### src/rtl/subneg_loader_if.sv
// subneg_loader_if: byte-stream input, program-memory write port and CPU control for the loader
interface subneg_loader_if #(
    parameter int DATA_W = 16,
    parameter int ADDR_W = 8
);
    logic              in_valid;
    logic [7:0]        in_data;
    logic              in_ready;
    logic              reload;
    logic              mem_we;
    logic [ADDR_W-1:0] mem_addr;
    logic [DATA_W-1:0] mem_wdata;
    logic              cpu_rst;
    logic              busy;
    logic              done;
    logic              err;
    modport master (
        output in_valid, in_data, reload,
        input  in_ready, mem_we, mem_addr, mem_wdata, cpu_rst, busy, done, err
    );
    modport slave (
        input  in_valid, in_data, reload,
        output in_ready, mem_we, mem_addr, mem_wdata, cpu_rst, busy, done, err
    );
endinterface

### src/rtl/subneg_loader.sv
// subneg_loader: fills SUBNEG program memory from a little-endian byte stream, then releases the CPU
module subneg_loader #(
    parameter int DATA_W = 16,
    parameter int ADDR_W = 8
) (
    input logic             clk,
    input logic             rst,
    subneg_loader_if.slave  ld
);
    localparam int BPW = DATA_W / 8;
    localparam int IDX_W = BPW > 1 ? $clog2(BPW) : 1;
    localparam logic [IDX_W-1:0] LAST = IDX_W'(BPW - 1);
    localparam int unsigned MAX_N = (ADDR_W >= 16) ? 32'h10000 : (32'd1 << ADDR_W);
    typedef enum logic [2:0] {HDR_LO, HDR_HI, DATA, WRITE, DONE, ERR} state_t;
    state_t            state_q;
    logic [ADDR_W-1:0] addr_q;
    logic [IDX_W-1:0]  idx_q;
    logic [15:0]       n_q;
    logic [DATA_W-1:0] word_q;
    logic              xfer;
    logic [15:0]       n_hdr;
    assign xfer  = ld.in_valid && ld.in_ready;
    assign n_hdr = {ld.in_data, n_q[7:0]};
    // n_q counts down the words still to write once the header is in
    always_ff @(posedge clk or posedge rst) begin
        if (rst) begin
            state_q <= HDR_LO;
            addr_q  <= '0;
            idx_q   <= '0;
            n_q     <= '0;
            word_q  <= '0;
        end else begin
            case (state_q)
                HDR_LO: if (xfer) begin
                    n_q[7:0] <= ld.in_data;
                    state_q  <= HDR_HI;
                end
                HDR_HI: if (xfer) begin
                    n_q     <= n_hdr;
                    addr_q  <= '0;
                    idx_q   <= '0;
                    state_q <= n_hdr == 16'd0 ? DONE : 32'(n_hdr) > MAX_N ? ERR : DATA;
                end
                DATA: if (xfer) begin
                    word_q[{idx_q, 3'b000} +: 8] <= ld.in_data;
                    idx_q   <= idx_q == LAST ? '0 : idx_q + 1'b1;
                    state_q <= idx_q == LAST ? WRITE : DATA;
                end
                WRITE: begin
                    addr_q  <= addr_q + 1'b1;
                    n_q     <= n_q - 16'd1;
                    state_q <= n_q == 16'd1 ? DONE : DATA;
                end
                DONE: if (ld.reload) begin
                    addr_q  <= '0;
                    idx_q   <= '0;
                    state_q <= HDR_LO;
                end
                default: ;
            endcase
        end
    end
    assign ld.in_ready  = state_q == HDR_LO || state_q == HDR_HI || state_q == DATA;
    assign ld.mem_we    = state_q == WRITE;
    assign ld.mem_addr  = addr_q;
    assign ld.mem_wdata = word_q;
    assign ld.cpu_rst   = state_q != DONE;
    assign ld.done      = state_q == DONE;
    assign ld.err       = state_q == ERR;
    assign ld.busy      = state_q == HDR_HI || state_q == DATA || state_q == WRITE;
endmodule

### src/flat_wrapper.sv
// flat-port wrapper written by rule: the top's interface ports become plain ports
module subneg_loader_flat 
#(
    parameter int DATA_W = 16,
    parameter int ADDR_W = 8
)
  (clk, rst, ld_in_valid, ld_in_data, ld_reload, ld_in_ready, ld_mem_we, ld_mem_addr, ld_mem_wdata, ld_cpu_rst, ld_busy, ld_done, ld_err);
  subneg_loader_if #(.DATA_W(DATA_W), .ADDR_W(ADDR_W)) ld_i ();
  input logic clk;
  input logic rst;
  input wire logic [$bits(ld_i.in_valid)-1:0] ld_in_valid;
  input wire logic [$bits(ld_i.in_data)-1:0] ld_in_data;
  input wire logic [$bits(ld_i.reload)-1:0] ld_reload;
  output wire logic [$bits(ld_i.in_ready)-1:0] ld_in_ready;
  output wire logic [$bits(ld_i.mem_we)-1:0] ld_mem_we;
  output wire logic [$bits(ld_i.mem_addr)-1:0] ld_mem_addr;
  output wire logic [$bits(ld_i.mem_wdata)-1:0] ld_mem_wdata;
  output wire logic [$bits(ld_i.cpu_rst)-1:0] ld_cpu_rst;
  output wire logic [$bits(ld_i.busy)-1:0] ld_busy;
  output wire logic [$bits(ld_i.done)-1:0] ld_done;
  output wire logic [$bits(ld_i.err)-1:0] ld_err;
  assign ld_i.in_valid = ld_in_valid;
  assign ld_i.in_data = ld_in_data;
  assign ld_i.reload = ld_reload;
  assign ld_in_ready = ld_i.in_ready;
  assign ld_mem_we = ld_i.mem_we;
  assign ld_mem_addr = ld_i.mem_addr;
  assign ld_mem_wdata = ld_i.mem_wdata;
  assign ld_cpu_rst = ld_i.cpu_rst;
  assign ld_busy = ld_i.busy;
  assign ld_done = ld_i.done;
  assign ld_err = ld_i.err;
  subneg_loader #(.DATA_W(DATA_W), .ADDR_W(ADDR_W)) u_core (.clk(clk), .rst(rst), .ld(ld_i));
endmodule
### config.mk
export PLATFORM = sky130hd
export DESIGN_NAME = subneg_loader_flat
export DESIGN_NICKNAME = d
export VERILOG_FILES = /design/src/rtl/subneg_loader_if.sv /design/src/rtl/subneg_loader.sv /design/src/flat_wrapper.sv
export SDC_FILE = /design/constraint.sdc
export NUM_CORES = 1
export LEC_CHECK = 0
export ABC_AREA = 1
export BUFFER_PORTS_ARGS = -buffer_cell sky130_fd_sc_hd__buf_2
export CAP_MARGIN = 20
export CORE_MARGIN = 2
export CORE_UTILIZATION = 40
export CTS_BUF_LIST = sky130_fd_sc_hd__clkbuf_4 sky130_fd_sc_hd__clkbuf_8
export DETAILED_ROUTE_END_ITERATION = 12
export PLACE_DENSITY = 0.6
export SLEW_MARGIN = 5
export SYNTH_ARGS = -nofsm -noshare
export SYNTH_HDL_FRONTEND = slang
export SYNTH_SLANG_ARGS = --single-unit
export TNS_END_PERCENT = 50
### constraint.sdc
create_clock -name clk -period 3.5 [get_ports clk]
set_input_delay 0.175 -clock clk [delete_from_list [all_inputs] [get_ports clk]]
set_output_delay 0.175 -clock clk [all_outputs]
set_load 0.03 [all_outputs]
==> results of run 1 <==
[sequential cells by signal (all words and copies together) (netlist names)]
signal / cells
u_core.ld.mem_wdata: 16
u_core.n_q: 16
u_core.ld.mem_addr: 8
u_core.state_q: 3
u_core.idx_q: 1
[cell usage after synthesis]
cell / n
a21boi_1: 1
a21oi_1: 6
a31oi_1: 2
buf_2: 1
buf_4: 1
buf_6: 4
dfrtp_1: 44
ha_1: 4
inv_1: 43
inv_2: 7
inv_4: 1
nand2_1: 93
nand2_2: 7
nand2_4: 2
nand3_1: 19
nand3_2: 1
nand3_4: 2
nand3b_1: 1
nand4_1: 3
nand4_2: 1
nor2_1: 29
nor2_2: 2
nor2_4: 2
nor2_8: 1
nor3_1: 4
nor3_2: 1
o211ai_1: 3
o21ai_0: 22
o21ai_1: 9
o21ai_2: 8
o21bai_1: 1
o22ai_1: 8
o31ai_1: 1
xor2_1: 6
[worst max-delay path: stages (launching register included)]
cell	delay [ps]
dfrtp_1	540
inv_2	160
nand3_4	240
inv_4	270
buf_2	240
[worst paths after layout]
kind | to | slack [ps]
worst max-delay path | ld_mem_we | 1580
worst max register to register | u_core.n_q[5]$_DFFE_PP0P_ | 1760
worst min-delay path | u_core.n_q[0]$_DFFE_PP0P_ | 4
min in group clk | u_core.ld.mem_wdata[3]$_DFFE_PP0P_ | 170
worst min register to register | u_core.ld.mem_wdata[1]$_DFFE_PP0P_ | 480
max in group asynchronous | u_core.n_q[11]$_DFFE_PP0P_ | 3110
[layout by cell type, fill, tap and decap left out, drive strengths merged]
cell type    n
buf         42
nor3         5
ha           4
o31ai        1
xor2         6
o21bai       1
nand4        4
clkinvlp     2
dfrtp       44
a31oi        2
nor2        34
a21oi        6
a21boi       1
o22ai        8
clkbuf       6
nand3       22
clkinv       1
o211ai       3
o21ai       39
inv         50
nand2      102
nand3b       1
[area by class of cell]
class                      count  area (sq um)
clock inverter                 2         15.01
fill                         634          3358
clock buffer                   6         82.58
sequential                    44          1101
inverter                      51         193.9
timing repair buffer          42         212.7
multi-input combinational    239          1254
tap                           77         96.34
[cells by family after synthesis]
family	Yosys count	synth area share [%]
AND/OR/NAND/NOR	168	30.24
AO/OA/AOI/OAI	61	13.92
buffers and inverters	57	9.649
flip-flops	44	42.25
XOR/XNOR	6	2.016
adder cells (fa/ha/maj)	4	1.920
[power breakdown]
part	switching (W)	internal [W]	total, W
clock	0.000187	0.000160	0.000347
combinational	0.000507	0.000243	0.000750
sequential	0.000109	0.000615	0.000724
total	0.000804	0.00102	0.00182
[metrics by stage]
| step | hold slack [ps] | std cells | cell area [sq um] | util (%) | total power [W] |
|---|---|---|---|---|---|
| 2_1_floorplan | 299.3 | 340 | 2606 | - | 0.001315 |
| 3_3_place_gp | 348.4 | 453 | 2858 | 45.26 | 0.001474 |
| 3_5_place_dp | 349.7 | 453 | 2858 | 45.26 | 0.001483 |
| 4_1_cts | 24.08 | 461 | 2955 | 46.81 | 0.001835 |
| 5_1_grt | 58.32 | 461 | 2955 | 46.81 | 0.001980 |
| 6_report | 4.224 | 461 | 2955 | 46.81 | 0.001821 |
[routing by layer]
layer  share of wire (%)  routed length (um)  vias up
li1                    -                   -     1178
met1                  50                3013     1038
met2                  44                2630       50
met3                 5.9                 352        2
met4                0.32                  19        0
met5                   0                   0        -
==> metrics, run 1 <==
status=finished, final reports clean; CTS Buf Count=5; remaining global-route overflow=0; Syn Inst Count=between 300 and 400; core area=6314 sq um; met3 Track Usage GR=between 3 and 4%; Clock Path Buffers=2; I/O pin cnt=42; routed via count=roughly 2.3k; sequential fraction of the synthesis area=42.25%; Synth Net Count=356; setup bufs post-CTS=0; startpoint types=flop; slew margin rel.=62.01%; pre-CTS setup slack=1777 ps; port bufs=41; Clock Tree Root=clkbuf_8; unrepaired setup endpoints after global routing=no; Netlist cell types=34; Worst Path Arrival=1750 ps; share of cells above drive strength 1=22.14%; Avg Cell Area, Syn=7.665 sq um; Pre-Repair DR Iteration Count=4; Final Setup Violations=0; Detailed Route WL=~6000 um; FF-to-FF path depth=6; top cells by area, synth=dfrtp_1, nand2_1, inv_1; overall routing resource usage=17.92%; Max VDD drop=355.9 uV; Clock Pin Slew Worst Setup and Hold Paths=90 ps; clock skew=11.31 ps; Yosys warnings=0; max-slew violation total from the final report=0; Initial Util=roughly two fifths; RR Startpoint=u_core.state_q[2]$_DFFE_PP0P_; Slew @ Worst Pin=569.8 ps; drc violations=0; worst-path fanout max=19; met2 Usage GRT=27.85%; PD cells=616.3 nW/um^2; setup TNS=0 ps; share of the synthesized area in the top cell type=42.25%; fin nets=399; clk sinks=44; final antenna-violating net count=0; met1 Use GR=25.66%; final worst-path cycle share=54.92%; Max Cap Viol=0; Placer Congestion=0.8898; die extent in y=84.72 um; fmax=520.2 MHz; Yosys reg bits=44; LEAKAGE=between 1.5 and 2 nW; Crit Path Category=flop to output pin; Worst-Skew Late Latency=300 ps; minimum clock period=1922 ps; initial antenna violation count=0; Worst Slack Setup Final=1578 ps; post-cts gate resize count=0; Post-DP HPWL=4443 um; ANT cells=0; hold buffer count at CTS=0; vias in the first global route=2154; CTS tree=yes; Final Hold Viols=0; H-tree Lvls=2; first-pass GRT wire length=approximately 10000 um; die area=~7200 sq um; Critical Path Source=u_core.state_q[2]$_DFFE_PP0P_; WP data required=3320 ps; Synth Cell Area=2606 sq um; pin count of the biggest net entering global routing=45; dominant cell type by area after synthesis=dfrtp_1; GR peak layer=met2; Site Rows=29; Die X=roughly 85 um; Via density=4.920; initial DRC count=138; Worst Hold Class=input pin to asynchronous set/reset pin; P&R area growth vs syn=13.39%; Routed wire per std cell=13.05 um; CP Capture Type=output pin
(Power assumes the default switching activity.)
==> inputs of run 2 (changes only) <==
clock period = 1.9 ns   (was 3.5 ns; I/O delays follow)
==> metrics, run 2 (same netlist as run 1, synthesis figures left out) <==
unrepaired setup endpoints after global routing=no; port bufs=41 (unchanged); Routed wire per std cell=13.17 um (+0.91%); Clock Tree Root=clkbuf_8; ANT cells=0 (unchanged); Placement Cell Area=2865 sq um (+0.26%); setup TNS=0 ps (unchanged); die area=7177 sq um (unchanged); Max VDD drop=575.3 uV (+62%); final worst-path cycle share=89.65%; Pre-Repair DR Iteration Count=4 (unchanged); design area=3004 sq um (+1.7%); Critical Path Source=u_core.state_q[0]$_DFFE_PP0P_; FF-to-FF path depth=5 (-1); max-slew violation total from the final report=0 (unchanged); worst-path fanout max=19 (unchanged); Final Hold Viols=0 (unchanged); fin nets=401 (+0.50%); Setup crit end=ld_mem_we; Worst-Skew Late Latency=300 ps (about the same); commonest non-fill, non-tap cells in the layout=nand2_1, dfrtp_1, inv_1; pin count of the biggest net entering global routing=45 (unchanged); initial DRC count=133 (-3.6%); drc violations=0 (unchanged); LEAKAGE=1.569 nW (+1.9%); Max Cap Viol=0 (unchanged); total power=0.003585 W (+97%); CTS tree=yes; R2R Setup Slk=320 ps (-1440 ps); routed via count=2296 (+1.2%); Crit Path Category=flop to output pin; Worst Path Arrival=1610 ps (-140 ps); FILL cells=663 (+4.6%); core area=6314 sq um (unchanged); slew margin rel.=62.68% (+0.66 points); FF-to-FF End=u_core.n_q[5]$_DFFE_PP0P_; minimum clock period=1703 ps; fmax=587.1 MHz; I/O pin cnt=42 (unchanged); share of cells above drive strength 1=22.08% (-0.057 points); PD cells=1193 nW/um^2 (+94%); clock skew=8.765 ps (-2.545 ps); most common cell after layout, fill and taps aside=nand2_1; vias in the first global route=2238 (+3.9%); Worst Hold Class=input pin to flop; die extent in y=84.72 um (unchanged); Placer Congestion=0.8666 (-2.6%); RR Startpoint=u_core.state_q[0]$_DFFE_PP0P_; status=finished, final reports clean; final antenna-violating net count=0 (unchanged); first-pass GRT wire length=10490 um (+1.9%); H-tree Lvls=2 (unchanged); Initial Util=41.28% (unchanged); Detailed Route WL=6083 um (+1.1%); CTS Buf Count=5 (unchanged); startpoint types=flop; P&R area growth vs syn=15.27%; WP data required=1800 ps (-1520 ps); clk sinks=44 (unchanged); overall routing resource usage=18.22% (+0.30 points); Clock Path Buffers=2 (unchanged); initial antenna violation count=0 (unchanged); Die X=84.72 um (unchanged); utilization after layout=47.58% (+0.77 points); Post-DP HPWL=4560 um (+2.6%); Clock Pin Slew Worst Setup and Hold Paths=80 ps (about the same); remaining global-route overflow=0 (unchanged); Site Rows=29 (unchanged); Final Setup Violations=0 (unchanged); Slew @ Worst Pin=559.9 ps (-9.944 ps); CP Capture Type=output pin; Via density=4.970 (+1.0%)
[run 2: cell types whose count changed in the layout (fill, tap and decap cells not counted)]
cell and delta:
clkinvlp_4 -2, dlygate4sd3_1 +1, bufinv_16 +2, clkbuf_8 -1, buf_4 +1
[run 2: worst max-delay path, cell delays in order (launching register included)]
cell     delay (ps)
dfrtp_1         500
nand3_4         290
inv_4           280
buf_2           240
[run 2: timing repair]
action | in CTS | in global routing
gates resized for setup | 0 | 0
endpoints found under the hold margin | 44 | 0
setup buffers | 0 | 0
hold buffers | 1 | 0
[run 2: final cells by class]
cell class / count / area, sq um / share of cell area [%]
sequential: 44 / 1101 / 36.65
multi-input combinational: 239 / 1254 / 41.73
clock inverter: 2 / 60.06 / 1.999
tap: 77 / 96.34 / 3.207
inverter: 51 / 193.9 / 6.456
timing repair buffer: 44 / 230.2 / 7.663
clock buffer: 5 / 68.82 / 2.291
[run 2: how the worst min path moves through the flow]
stage                        from                             endpoint  slack [ps]  cells after the start
floorplan             ld_in_valid             u_core.idx_q$_DFFE_PP0P_         220                      1
global placement              rst   u_core.ld.mem_wdata[1]$_DFFE_PP0P_         270                      3
detailed placement            rst  u_core.ld.mem_wdata[14]$_DFFE_PP0P_         270                      3
CTS                 ld_in_data[6]   u_core.ld.mem_wdata[6]$_DFFE_PP0P_          80                      3
global route        ld_in_data[6]   u_core.ld.mem_wdata[6]$_DFFE_PP0P_          90                      3
finish              ld_in_data[6]   u_core.ld.mem_wdata[6]$_DFFE_PP0P_          80                      3
[run 2: power breakdown]
group	switching (W)	internal, W
logic	0.000961	0.000462
clock network	0.000333	0.000518
registers	0.000178	0.00113
total	0.00147	0.00211
[run 2: metal layers]
metal	track usage (%)	vias to the layer above	wire length (um)
li1	-	1182	-
met1	26.21	1049	3094
met2	27.70	57	2573
met3	3.245	8	314
met4	6.205	0	101
met5	0	-	0
[run 2: stage by stage]
stage | hold slack (ps) | setup slack (ps) | instances
final | 84.17 | 196.7 | 462
after global routing | 87.33 | 80.05 | 462
after CTS | 84.08 | 173.5 | 462
after detailed placement | 266.4 | 316.7 | 454
after global placement | 274.8 | 358.6 | 454
after floorplan | 219.3 | 371.3 | 340
